$ cat src/rtl/mouse_slave_sm_pkg.sv
// ============================================================================
//  Module   : mouse_slave_sm_pkg
//  Purpose  : Shared definitions for the PS/2 mouse device-side protocol
//             engine: host command codes, device responses, device IDs,
//             IntelliMouse knock rates and the controller state encoding.
//  Revision : 1.0 - initial release
// ============================================================================
`default_nettype none

package mouse_slave_sm_pkg;

    // Host commands
    localparam logic [7:0] c_cmd_reset        = 8'hFF;
    localparam logic [7:0] c_cmd_set_defaults = 8'hF6;
    localparam logic [7:0] c_cmd_disable      = 8'hF5;
    localparam logic [7:0] c_cmd_enable       = 8'hF4;
    localparam logic [7:0] c_cmd_set_rate     = 8'hF3;
    localparam logic [7:0] c_cmd_get_id       = 8'hF2;

    // Device responses
    localparam logic [7:0] c_rsp_ack          = 8'hFA;
    localparam logic [7:0] c_rsp_resend       = 8'hFE;
    localparam logic [7:0] c_rsp_bat_ok       = 8'hAA;

    // Device IDs
    localparam logic [7:0] c_id_std           = 8'h00;
    localparam logic [7:0] c_id_intelli       = 8'h03;

    // Sample-rate "knock" that unlocks the wheel protocol: 200, 100, 80
    localparam logic [7:0] c_knock_rate_1     = 8'hC8;
    localparam logic [7:0] c_knock_rate_2     = 8'h64;
    localparam logic [7:0] c_knock_rate_3     = 8'h50;

    localparam logic [7:0] c_default_rate     = 8'h64;

    typedef enum logic [2:0] {
        ST_PWRUP      = 3'd0,
        ST_SEND       = 3'd1,
        ST_WAIT_SENT  = 3'd2,
        ST_IDLE       = 3'd3,
        ST_AWAIT_RATE = 3'd4
    } state_t;

endpackage

`default_nettype wire

$ cat src/rtl/mouse_slave_sm_knock_detect.sv
// ============================================================================
//  Module   : mouse_knock_detect
//  Purpose  : Tracks accepted sample-rate values and flags the 200/100/80
//             sequence that switches the mouse into IntelliMouse mode.
//             Only present when MOUSE_SLAVE_INTELLIMOUSE_EN is defined.
//  Ports    : CLK, RESET       - clock, synchronous active-high reset
//             i_clear          - any non-set-rate host command
//             i_rate_valid     - a good sample rate was accepted this cycle
//             i_rate           - the accepted sample rate
//             o_detect         - 1-cycle pulse on completing the sequence
//  Revision : 1.0 - initial release
// ============================================================================
`default_nettype none

`ifdef MOUSE_SLAVE_INTELLIMOUSE_EN
module mouse_knock_detect
    import mouse_slave_sm_pkg::*;
(
    input  logic       CLK,
    input  logic       RESET,
    input  logic       i_clear,
    input  logic       i_rate_valid,
    input  logic [7:0] i_rate,
    output logic       o_detect
);

    logic [1:0] r_idx;
    logic [1:0] w_idx_nxt;
    logic       w_detect;

    always_comb begin
        w_idx_nxt = r_idx;
        w_detect  = 1'b0;
        if (i_clear) begin
            w_idx_nxt = 2'd0;
        end else if (i_rate_valid) begin
            if (r_idx == 2'd0 && i_rate == c_knock_rate_1) begin
                w_idx_nxt = 2'd1;
            end else if (r_idx == 2'd1 && i_rate == c_knock_rate_2) begin
                w_idx_nxt = 2'd2;
            end else if (r_idx == 2'd2 && i_rate == c_knock_rate_3) begin
                // Index 3 is never stored: reaching it fires and restarts.
                w_detect  = 1'b1;
                w_idx_nxt = 2'd0;
            end else begin
                // A stray 200 may itself be the start of a fresh knock.
                w_idx_nxt = (i_rate == c_knock_rate_1) ? 2'd1 : 2'd0;
            end
        end
    end

    always_ff @(posedge CLK) begin
        if (RESET) begin
            r_idx <= 2'd0;
        end else begin
            r_idx <= w_idx_nxt;
        end
    end

    assign o_detect = w_detect;

endmodule
`endif

`default_nettype wire

$ cat src/rtl/mouse_slave_sm.sv
// ============================================================================
//  Module   : mouse_slave_sm
//  Purpose  : PS/2 mouse device-side protocol controller. Performs the
//             power-up self-test announcement, answers host commands,
//             tracks streaming/sample-rate state and forwards movement
//             reports as 3- or 4-byte packets through a byte transmitter.
//  Config   : MOUSE_SLAVE_INTELLIMOUSE_EN - enables the knock tracker, the
//             03 device ID and 4-byte wheel packets.
//  Ports    : CLK/RESET (sync, active-high); BYTE_RX_* from the receiver,
//             READ_ENABLE to it; SEND_BYTE/BYTE_TO_SEND/BYTE_SENT with the
//             transmitter; REPORT_* handshake with the movement source;
//             STREAMING/INTELLIMOUSE/SAMPLE_RATE status outputs.
//  Revision : 1.0 - initial release
// ============================================================================
`default_nettype none

module mouse_slave_sm
    import mouse_slave_sm_pkg::*;
#(
    parameter int POWERUP_DELAY = 5000000
)
(
    input  logic       CLK,
    input  logic       RESET,
    input  logic       BYTE_RX_READY,
    input  logic [7:0] BYTE_RX,
    input  logic [1:0] BYTE_RX_ERROR,
    output logic       READ_ENABLE,
    output logic       SEND_BYTE,
    output logic [7:0] BYTE_TO_SEND,
    input  logic       BYTE_SENT,
    input  logic       REPORT_VALID,
    output logic       REPORT_READY,
    input  logic [7:0] REPORT_STATUS,
    input  logic [7:0] REPORT_DX,
    input  logic [7:0] REPORT_DY,
    input  logic [7:0] REPORT_DZ,
    output logic       STREAMING,
    output logic       INTELLIMOUSE,
    output logic [7:0] SAMPLE_RATE
);

    localparam int             CNT_W    = (POWERUP_DELAY > 1) ? $clog2(POWERUP_DELAY) : 1;
    localparam logic [CNT_W-1:0] CNT_LAST = CNT_W'(POWERUP_DELAY - 1);

    state_t           r_state, w_state_nxt;
    state_t           r_ret,   w_ret;      // state to resume after the queue drains
    logic [CNT_W-1:0] r_cnt;
    logic [7:0]       r_q [4];
    logic [7:0]       w_q [4];
    logic [2:0]       r_len,   w_len;
    logic [1:0]       r_idx;
    logic [7:0]       r_tx;
    logic             r_streaming;
    logic [7:0]       r_rate;

    logic w_load, w_more, w_rx_good, w_intelli;
    logic w_set_stream, w_clr_stream, w_set_defaults, w_rate_we, w_report_ready;

    assign w_rx_good = (BYTE_RX_ERROR == 2'b00);
    assign w_more    = (({1'b0, r_idx} + 3'd1) < r_len);

    always_comb begin
        w_state_nxt    = r_state;
        w_ret          = ST_IDLE;
        w_load         = 1'b0;
        w_len          = 3'd1;
        w_q[0]         = 8'h00;
        w_q[1]         = 8'h00;
        w_q[2]         = 8'h00;
        w_q[3]         = 8'h00;
        w_set_stream   = 1'b0;
        w_clr_stream   = 1'b0;
        w_set_defaults = 1'b0;
        w_rate_we      = 1'b0;
        w_report_ready = 1'b0;

        case (r_state)
            ST_PWRUP: begin
                if (r_cnt == CNT_LAST) begin
                    w_load = 1'b1;
                    w_q[0] = c_rsp_bat_ok;
                    w_q[1] = c_id_std;
                    w_len  = 3'd2;
                end
            end
            ST_SEND: begin
                w_state_nxt = ST_WAIT_SENT;
            end
            ST_WAIT_SENT: begin
                if (BYTE_SENT) begin
                    w_state_nxt = w_more ? ST_SEND : r_ret;
                end
            end
            ST_IDLE: begin
                // Host bytes take priority; a coincident report stays pending.
                if (BYTE_RX_READY) begin
                    w_load = 1'b1;
                    if (!w_rx_good) begin
                        w_q[0] = c_rsp_resend;
                    end else begin
                        case (BYTE_RX)
                            c_cmd_reset: begin
                                w_q[0]         = c_rsp_ack;
                                w_q[1]         = c_rsp_bat_ok;
                                w_q[2]         = c_id_std;
                                w_len          = 3'd3;
                                w_clr_stream   = 1'b1;
                                w_set_defaults = 1'b1;
                            end
                            c_cmd_set_defaults: begin
                                w_q[0]         = c_rsp_ack;
                                w_clr_stream   = 1'b1;
                                w_set_defaults = 1'b1;
                            end
                            c_cmd_enable: begin
                                w_q[0]       = c_rsp_ack;
                                w_set_stream = 1'b1;
                            end
                            c_cmd_disable: begin
                                w_q[0]       = c_rsp_ack;
                                w_clr_stream = 1'b1;
                            end
                            c_cmd_set_rate: begin
                                w_q[0] = c_rsp_ack;
                                w_ret  = ST_AWAIT_RATE;
                            end
                            c_cmd_get_id: begin
                                w_q[0] = c_rsp_ack;
                                w_q[1] = w_intelli ? c_id_intelli : c_id_std;
                                w_len  = 3'd2;
                            end
                            default: begin
                                w_q[0] = c_rsp_resend;
                            end
                        endcase
                    end
                end else if (r_streaming && REPORT_VALID) begin
                    w_report_ready = 1'b1;
                    w_load         = 1'b1;
                    w_q[0]         = REPORT_STATUS | 8'h08;   // bit 3 is always-one
                    w_q[1]         = REPORT_DX;
                    w_q[2]         = REPORT_DY;
                    w_q[3]         = REPORT_DZ;
                    w_len          = w_intelli ? 3'd4 : 3'd3;
                end
            end
            ST_AWAIT_RATE: begin
                if (BYTE_RX_READY) begin
                    w_load = 1'b1;
                    if (w_rx_good) begin
                        w_q[0]    = c_rsp_ack;
                        w_rate_we = 1'b1;
                    end else begin
                        w_q[0] = c_rsp_resend;
                    end
                end
            end
            default: begin
                w_state_nxt = ST_PWRUP;
            end
        endcase

        if (w_load) begin
            w_state_nxt = ST_SEND;
        end
    end

    always_ff @(posedge CLK) begin
        if (RESET) begin
            r_state     <= ST_PWRUP;
            r_ret       <= ST_IDLE;
            r_cnt       <= '0;
            r_len       <= 3'd0;
            r_idx       <= 2'd0;
            r_tx        <= 8'h00;
            r_streaming <= 1'b0;
            r_rate      <= c_default_rate;
            for (int i = 0; i < 4; i++) begin
                r_q[i] <= 8'h00;
            end
        end else begin
            r_state <= w_state_nxt;
            if (r_state == ST_PWRUP) begin
                r_cnt <= r_cnt + CNT_W'(1);
            end
            if (w_load) begin
                r_q   <= w_q;
                r_len <= w_len;
                r_idx <= 2'd0;
                r_ret <= w_ret;
                r_tx  <= w_q[0];
            end else if (r_state == ST_WAIT_SENT && BYTE_SENT && w_more) begin
                r_idx <= r_idx + 2'd1;
                r_tx  <= r_q[r_idx + 2'd1];
            end
            if (w_set_stream) begin
                r_streaming <= 1'b1;
            end else if (w_clr_stream) begin
                r_streaming <= 1'b0;
            end
            if (w_set_defaults) begin
                r_rate <= c_default_rate;
            end else if (w_rate_we) begin
                r_rate <= BYTE_RX;
            end
        end
    end

`ifdef MOUSE_SLAVE_INTELLIMOUSE_EN
    logic w_knock_clr, w_knock_hit, r_intellimouse;

    // Every good host command except set-rate breaks a knock in progress.
    assign w_knock_clr = (r_state == ST_IDLE) && BYTE_RX_READY && w_rx_good &&
                         (BYTE_RX != c_cmd_set_rate);

    mouse_knock_detect u_knock (
        .CLK          (CLK),
        .RESET        (RESET),
        .i_clear      (w_knock_clr),
        .i_rate_valid (w_rate_we),
        .i_rate       (BYTE_RX),
        .o_detect     (w_knock_hit)
    );

    always_ff @(posedge CLK) begin
        if (RESET) begin
            r_intellimouse <= 1'b0;
        end else if (w_knock_clr && BYTE_RX == c_cmd_reset) begin
            r_intellimouse <= 1'b0;
        end else if (w_knock_hit) begin
            r_intellimouse <= 1'b1;
        end
    end

    assign w_intelli = r_intellimouse;
`else
    assign w_intelli = 1'b0;
`endif

    assign SEND_BYTE    = (r_state == ST_SEND);
    assign BYTE_TO_SEND = r_tx;
    assign READ_ENABLE  = (r_state == ST_IDLE) || (r_state == ST_AWAIT_RATE);
    assign REPORT_READY = w_report_ready;
    assign STREAMING    = r_streaming;
    assign INTELLIMOUSE = w_intelli;
    assign SAMPLE_RATE  = r_rate;

endmodule

`default_nettype wire

$ cat config.mk
export PLATFORM = sky130hd
export DESIGN_NAME = mouse_slave_sm
export DESIGN_NICKNAME = d
export VERILOG_FILES = /design/src/rtl/mouse_slave_sm_pkg.sv /design/src/rtl/mouse_slave_sm_knock_detect.sv /design/src/rtl/mouse_slave_sm.sv
export SDC_FILE = /design/constraint.sdc
export NUM_CORES = 1
export LEC_CHECK = 0
export CAP_MARGIN = 20
export CORE_UTILIZATION = 40
export CTS_CLUSTER_DIAMETER = 40
export DETAILED_ROUTE_END_ITERATION = 10
export PLACE_DENSITY_LB_ADDON = 0.05
export SLEW_MARGIN = 20
export SYNTH_ARGS = -nofsm -noshare
export SYNTH_HDL_FRONTEND = slang
export SYNTH_SLANG_ARGS = --single-unit
export TNS_END_PERCENT = 30
$ cat constraint.sdc
create_clock -name CLK -period 2.2 [get_ports CLK]
set_clock_uncertainty 0.15 [all_clocks]
set_input_delay 0.55 -clock CLK [delete_from_list [all_inputs] [get_ports CLK]]
set_output_delay 0.55 -clock CLK [all_outputs]
set_load 0.02 [all_outputs]
Yosys cells after proc, flatten, opt, wreduce, memory -nomap -nowiden
Index checks and enable logic that the tools add are counted.
Word-level totals
  logic and storage cells: 106
  input port bits: 47
  register bits: 83
Cells by class
  order comparisons: 2
  muxes and demuxes: 56
  eq/ne operators: 14
  reduce and logical (&&, ||, !) cells: 16
  bitwise operators: 2
  add/subtract/negate cells: 3
Operator list (count)
  $mux 8: 8
  $eq 8x8->1 const B: 6
  $mux 16: 3
  $mux 32: 1
  $mux 3: 9
  $mux 1: 24
  $mux 24: 1
  $pmux 8 s3: 1
  $add 23x1->23 const B: 1
  $eq 23x23->1 const B: 1
  $bmux 8 s2: 1
  $pmux 8 s2: 1
  $pmux 3 s3: 1
  $eq 3x2->1 const B: 2
  $mux 2: 3
  $pmux 3 s2: 1
  $reduce_or 2->1: 3
  $reduce_or 3->1: 2
  $reduce_or 6->1: 1
  $pmux 2 s2: 1
  $reduce_and 2->1: 2
  $reduce_bool 2->1: 2
  $add 2x1->3 const B: 1
  $eq 3x1->1 const B: 1
  14 further kinds: 16

Depth between registers and ports, before layout
  depth in word-level cells: 8
  gate-level depth with buffers: 7

Worst setup path after synthesis
Ideal clock, no wire load.
  path type: input -> register
  start: in BYTE_RX_ERROR[1]
  end: reg r_q[21] in the netlist's numbering
  required time: 1.971 ns
  setup time: 0.079 ns
  path buffers: 0
  path slack: 0.016 ns
  cell stages on the path: 5
  data arrival time: 1.954 ns
  path through: or3b_2 -> nor3_2 -> a31oi_1 -> or3_1 -> a22oi_1
Between the ends
  cells in the longest elaborated chain, start to end: 4
Ends and longest elaborated chain
  start, declared: line mouse_slave_sm.sv:27  | input logic [1:0] BYTE_RX_ERROR,
  $logic_not 2->1: line mouse_slave_sm.sv:60  | assign w_rx_good = (BYTE_RX_ERROR == 2'b00);
  $mux 16: line mouse_slave_sm.sv:99  | if (!w_rx_good) begin
  $mux 24: line mouse_slave_sm.sv:97  | if (BYTE_RX_READY) begin
  $pmux 8 s2: line mouse_slave_sm.sv:78  | case (r_state)
  end signal, assigned: line mouse_slave_sm.sv:188  | r_q <= w_q;
  end, declared: line mouse_slave_sm.sv:49  | logic [7:0] r_q [4];
Every way passes these cells.
A chain may end at the register's enable or synchronous reset.

Worst setup path in the final report
  start: reg r_state[2]
  end: reg r_q[14] in the netlist's numbering
Between the ends
  cells in the longest elaborated chain, start to end: 2
  elaborated cells between the ends (all ways): 5
  those cells by class: eq/ne: 2; mux: 2; reduce/logical: 1
Ends and longest elaborated chain
  start, declared: line mouse_slave_sm.sv:46  | state_t r_state, w_state_nxt;
  start signal, assigned: line mouse_slave_sm.sv:183  | r_state <= w_state_nxt;
  $eq 3x3->1 (tied with other cells): line mouse_slave_sm.sv:78
  $pmux 1 s3 or $mux 16 (tied branches): line mouse_slave_sm.sv:78
Parallel ways exist; a longest one is shown, timed or not.

==> impl_metrics.tcl <==
set metrics [dict create \
    globalRouteOverflowTotal 0 \
    die_outline_area_sq_um 9692 \
    critical_path_required_ps 2290 \
    start_util 0.4205 \
    fp.dieW_um 98.45 \
    cts_made_buffers 9 \
    placed_cell_area_sq_um 4827 \
    final.setup.worst_slack_ps -9.541 \
    ys_ff_latch 81 \
    clk-insertion-delay-late_ps 350 \
    height_of_the_chip_um 98.45 \
    vias 3304 \
    synth_area_per_cell_sq_um 9.493 \
    count_of_routing_violations_after_the_opening_detailed_route_iteration 127 \
    path_clk_slew_ps 80 \
    gp_congestion 0.7787 \
    rsz0062_at_grt "true" \
    power_density_nw_per_um2 521.5 \
    cts_tree "built" \
    global_route.usage.total 0.2027 \
    synth_edf_count 0 \
    yosys_warnings 0 \
    post_drt_wl_per_cell_um 15.21 \
    asyncSetResetFlopFracSynth 0 \
    report.final.setup_viol 5 \
    worst_setup_path_start_kind "flop" \
    diodes 0 \
    sequentialPowerShare 0.553 \
    routed_wl_mm 9.398 \
    status "finished, violations left" \
    cts_max_level 3 \
    hold_viol 0 \
    max-cap-violations 0 \
    crit_chain "buf_6 > or3_4 > or3_4 > nor4_4 > nor3_4 > buf_6 > a22o_1" \
    crit_slowest_cell "sky130_fd_sc_hd__or3_4" \
    total_leakage_power_nw 1.951 \
    syn_nets 442 \
    finalCoreUtilization 0.5773 \
    port_buffers 65 \
    slew_violations 0 \
    cts.root.buffer_cell "sky130_fd_sc_hd__clkbuf_8" \
    drt_first_pass_iters 9 \
    switching_share 0.2484 \
    hpwl_after_detailed_placement_mm 6.819 \
    clock.fmax_mhz 452.6 \
    placeableCoreArea_sq_um 8848 \
    area_growth_pct 37.29 \
    grt_pass1_wl_mm 15.51 \
    worst_ir_drop_vdd_mv 0.2689 \
    portion_of_the_clock_cycle_consumed_by_the_worst_path_in_the_final_layout 1.004 \
    worst-endpoint-arrival_ps 2300 \
    critical-path-max-stage-delay_ps 410 \
    postSynth.topFlopCell "sky130_fd_sc_hd__dfxtp_1" \
    period_minus_slack_ps 2210 \
    post_synth_instance_area_sq_um 3721 \
    critical-path-top-delay-family "simple AND/OR/NAND/NOR gates" \
    path_buf_inv 2 \
    design_area_sq_um 5109 \
    internal_power_mw 2.002 \
    total_switching_power_mw 0.6618 \
    power.clock.fraction 0.374 \
    grt_pass1_vias 3235 \
    power.share.combinational 0.073 \
    syn-instance-count 392 \
    clock_sink_count 81 \
    largest_net_degree_at_the_start_of_global_routing 21 \
    final_layout_size_suffix_gt1_frac 0.2294 \
    violations_in_the_final_reports "DRC, setup timing" \
    worstHoldPathType "reg2reg" \
    nets 555 \
    critPathKind "reg2reg" \
    via_density 5.346 \
    synth_sequential_area_ratio 0.4358 \
    core.rowCount 34 \
    cp_max_fo 13 \
    drt_drc_violations_left 2 \
    ios 68 \
    cts-hold-fix-buffers 0 \
    filler_cell_count 805 \
    grt_antenna_before_repair 0 \
    ys_types 62 \
    drtAntennaViolNets 0 \
    crit_path_end_kind "flop" \
    cts-root-to-sink-buffers 2 \
]
## placed cells by master, fill, tap and decap left out, types with 3 or more instances in the layout
master / instances
sky130_fd_sc_hd__o21ai_0: 16
sky130_fd_sc_hd__mux4_2: 8
sky130_fd_sc_hd__inv_6: 3
sky130_fd_sc_hd__a211oi_2: 3
sky130_fd_sc_hd__mux2i_1: 11
sky130_fd_sc_hd__xnor2_1: 14
sky130_fd_sc_hd__nand3_1: 8
sky130_fd_sc_hd__a21oi_1: 19
sky130_fd_sc_hd__buf_4: 55
sky130_fd_sc_hd__inv_1: 18
sky130_fd_sc_hd__nand2_1: 25
sky130_fd_sc_hd__a22o_1: 20
sky130_fd_sc_hd__nor4_1: 8
sky130_fd_sc_hd__xor2_1: 5
sky130_fd_sc_hd__nand2b_1: 3
sky130_fd_sc_hd__dfxtp_1: 78
sky130_fd_sc_hd__buf_6: 6
sky130_fd_sc_hd__or3_1: 7
sky130_fd_sc_hd__a221oi_1: 3
sky130_fd_sc_hd__clkbuf_8: 9
sky130_fd_sc_hd__dfxtp_2: 3
sky130_fd_sc_hd__o22ai_1: 3
sky130_fd_sc_hd__clkdlybuf4s50_1: 59
sky130_fd_sc_hd__nand4_1: 6
sky130_fd_sc_hd__nor2_1: 38
sky130_fd_sc_hd__a31oi_1: 3
sky130_fd_sc_hd__and3_1: 4
sky130_fd_sc_hd__buf_12: 3
sky130_fd_sc_hd__o2bb2ai_1: 3
sky130_fd_sc_hd__or3_4: 5
sky130_fd_sc_hd__nor3_1: 7
## metal layers
metal  share of wire  track usage  vias up  wire [um]
met5               0            0        -          0
met4           0.016      0.07003        0        151
met3           0.036      0.03262       13        340
met2            0.46       0.3348       64       4356
met1            0.48       0.2704     1581       4549
li1                -            -     1646          -
## kinds of logic (layout without fill, tap and decap cells)
family	after synthesis	count (layout)	share of synthesized area
XOR/XNOR	19	19	0.04472
AND/OR/NAND/NOR	134	134	0.1987
multiplexers	19	19	0.07801
adder cells (fa/ha/maj)	3	3	0.01210
AO/OA/AOI/OAI	90	90	0.1742
buffers and inverters	45	163	0.05548
other	1	1	0.001008
flip-flops	81	81	0.4358
## stage by stage
| stage | setup WS (ps) | setup TNS (ps) | instances | power [mW] | hold slack [ps] |
|---|---|---|---|---|---|
| 2_1_floorplan | 16.41 | 0 | 392 | 1.572 | 272.5 |
| 3_3_place_gp | -669.2 | -17610 | 597 | 1.694 | 281.9 |
| 3_5_place_dp | -678.6 | -18080 | 597 | 1.695 | 295.1 |
| 4_1_cts | -30.19 | -212.1 | 616 | 2.691 | 309.9 |
| 5_1_grt | -95.85 | -1537 | 618 | 2.770 | 337.1 |
| 6_report | -9.541 | -28.32 | 618 | 2.664 | 311.6 |
## power groups by stage
stage	Clock (mW)	Sequential [mW]	Combinational, mW
floorplan	0	1.51	0.0634
global route	1.08	1.47	0.212
detailed placement	0	1.51	0.187
global placement	0	1.51	0.186
CTS	1.03	1.47	0.192
finish	0.996	1.47	0.195
## sequential cells by signal, indices dropped and copies added, names as in the netlist
name and flops:
r_q 32, r_ret 2, BYTE_TO_SEND 8, r_idx 2, r_cnt 23, r_len 2
SAMPLE_RATE 8, STREAMING 1, r_state 3
## cells in the mapped netlist (4+ instances only)
cell type / number / area share
sky130_fd_sc_hd__dfxtp_1: 81 / 0.44
sky130_fd_sc_hd__nor2_1: 38 / 0.038
sky130_fd_sc_hd__a22o_1: 20 / 0.047
sky130_fd_sc_hd__nand4_1: 6 / 0.010
sky130_fd_sc_hd__mux2i_1: 11 / 0.030
sky130_fd_sc_hd__xnor2_1: 14 / 0.033
sky130_fd_sc_hd__a221oi_1: 4 / 0.0094
sky130_fd_sc_hd__a31oi_1: 4 / 0.0067
sky130_fd_sc_hd__and3_1: 4 / 0.0067
sky130_fd_sc_hd__or3_1: 10 / 0.017
sky130_fd_sc_hd__clkbuf_1: 18 / 0.018
sky130_fd_sc_hd__xor2_1: 5 / 0.012
sky130_fd_sc_hd__o21ai_0: 17 / 0.023
sky130_fd_sc_hd__nand3_1: 8 / 0.011
sky130_fd_sc_hd__nor4_1: 8 / 0.013
sky130_fd_sc_hd__nand2_1: 25 / 0.025
sky130_fd_sc_hd__inv_1: 18 / 0.018
sky130_fd_sc_hd__buf_6: 4 / 0.012
sky130_fd_sc_hd__mux4_2: 8 / 0.048
sky130_fd_sc_hd__nor3_1: 7 / 0.0094
sky130_fd_sc_hd__a21oi_1: 19 / 0.026
## worst reg2reg max path: stages, from the launching register on
cell,delay (ps)
sky130_fd_sc_hd__dfxtp_2,330
sky130_fd_sc_hd__buf_6,110
sky130_fd_sc_hd__or3_4,380
sky130_fd_sc_hd__or3_4,410
sky130_fd_sc_hd__nor4_4,240
sky130_fd_sc_hd__nor3_4,90
sky130_fd_sc_hd__buf_6,170
sky130_fd_sc_hd__a22o_1,240
## path summary, 6_finish.rpt
path	slack (ps)	startpoint	end	cells after the start
worst max-delay path	-10	r_state[2]$_SDFFE_PP0P_	r_q[14]$_SDFFE_PP0P_	7
worst min register to register	310	r_ret[2]$_SDFFE_PP0P_	r_ret[2]$_SDFFE_PP0P_	2
worst max register to register	-10	r_state[2]$_SDFFE_PP0P_	r_q[14]$_SDFFE_PP0P_	7
worst min-delay path	310	r_ret[2]$_SDFFE_PP0P_	r_ret[2]$_SDFFE_PP0P_	2
## repair_timing
item	in CTS	in global routing
pin swaps	6	5
setup buffers	3	1
cloned	0	1
setup endpoints to repair	42	35
gates resized for setup	24	12
hold endpoints to repair	0	0
## area by class of cell
cell class              count  area (sq um)  area share
multi-input cells         266          1937      0.3791
inverters                  19         71.32     0.01396
repair buffers            128          1164      0.2278
clock inverters             7         52.55     0.01029
clock buffers               9         123.9     0.02425
flip-flops and latches     81          1625      0.3181
well taps                 108         135.1     0.02645
Note: power is estimated with default switching activity, not from simulation.
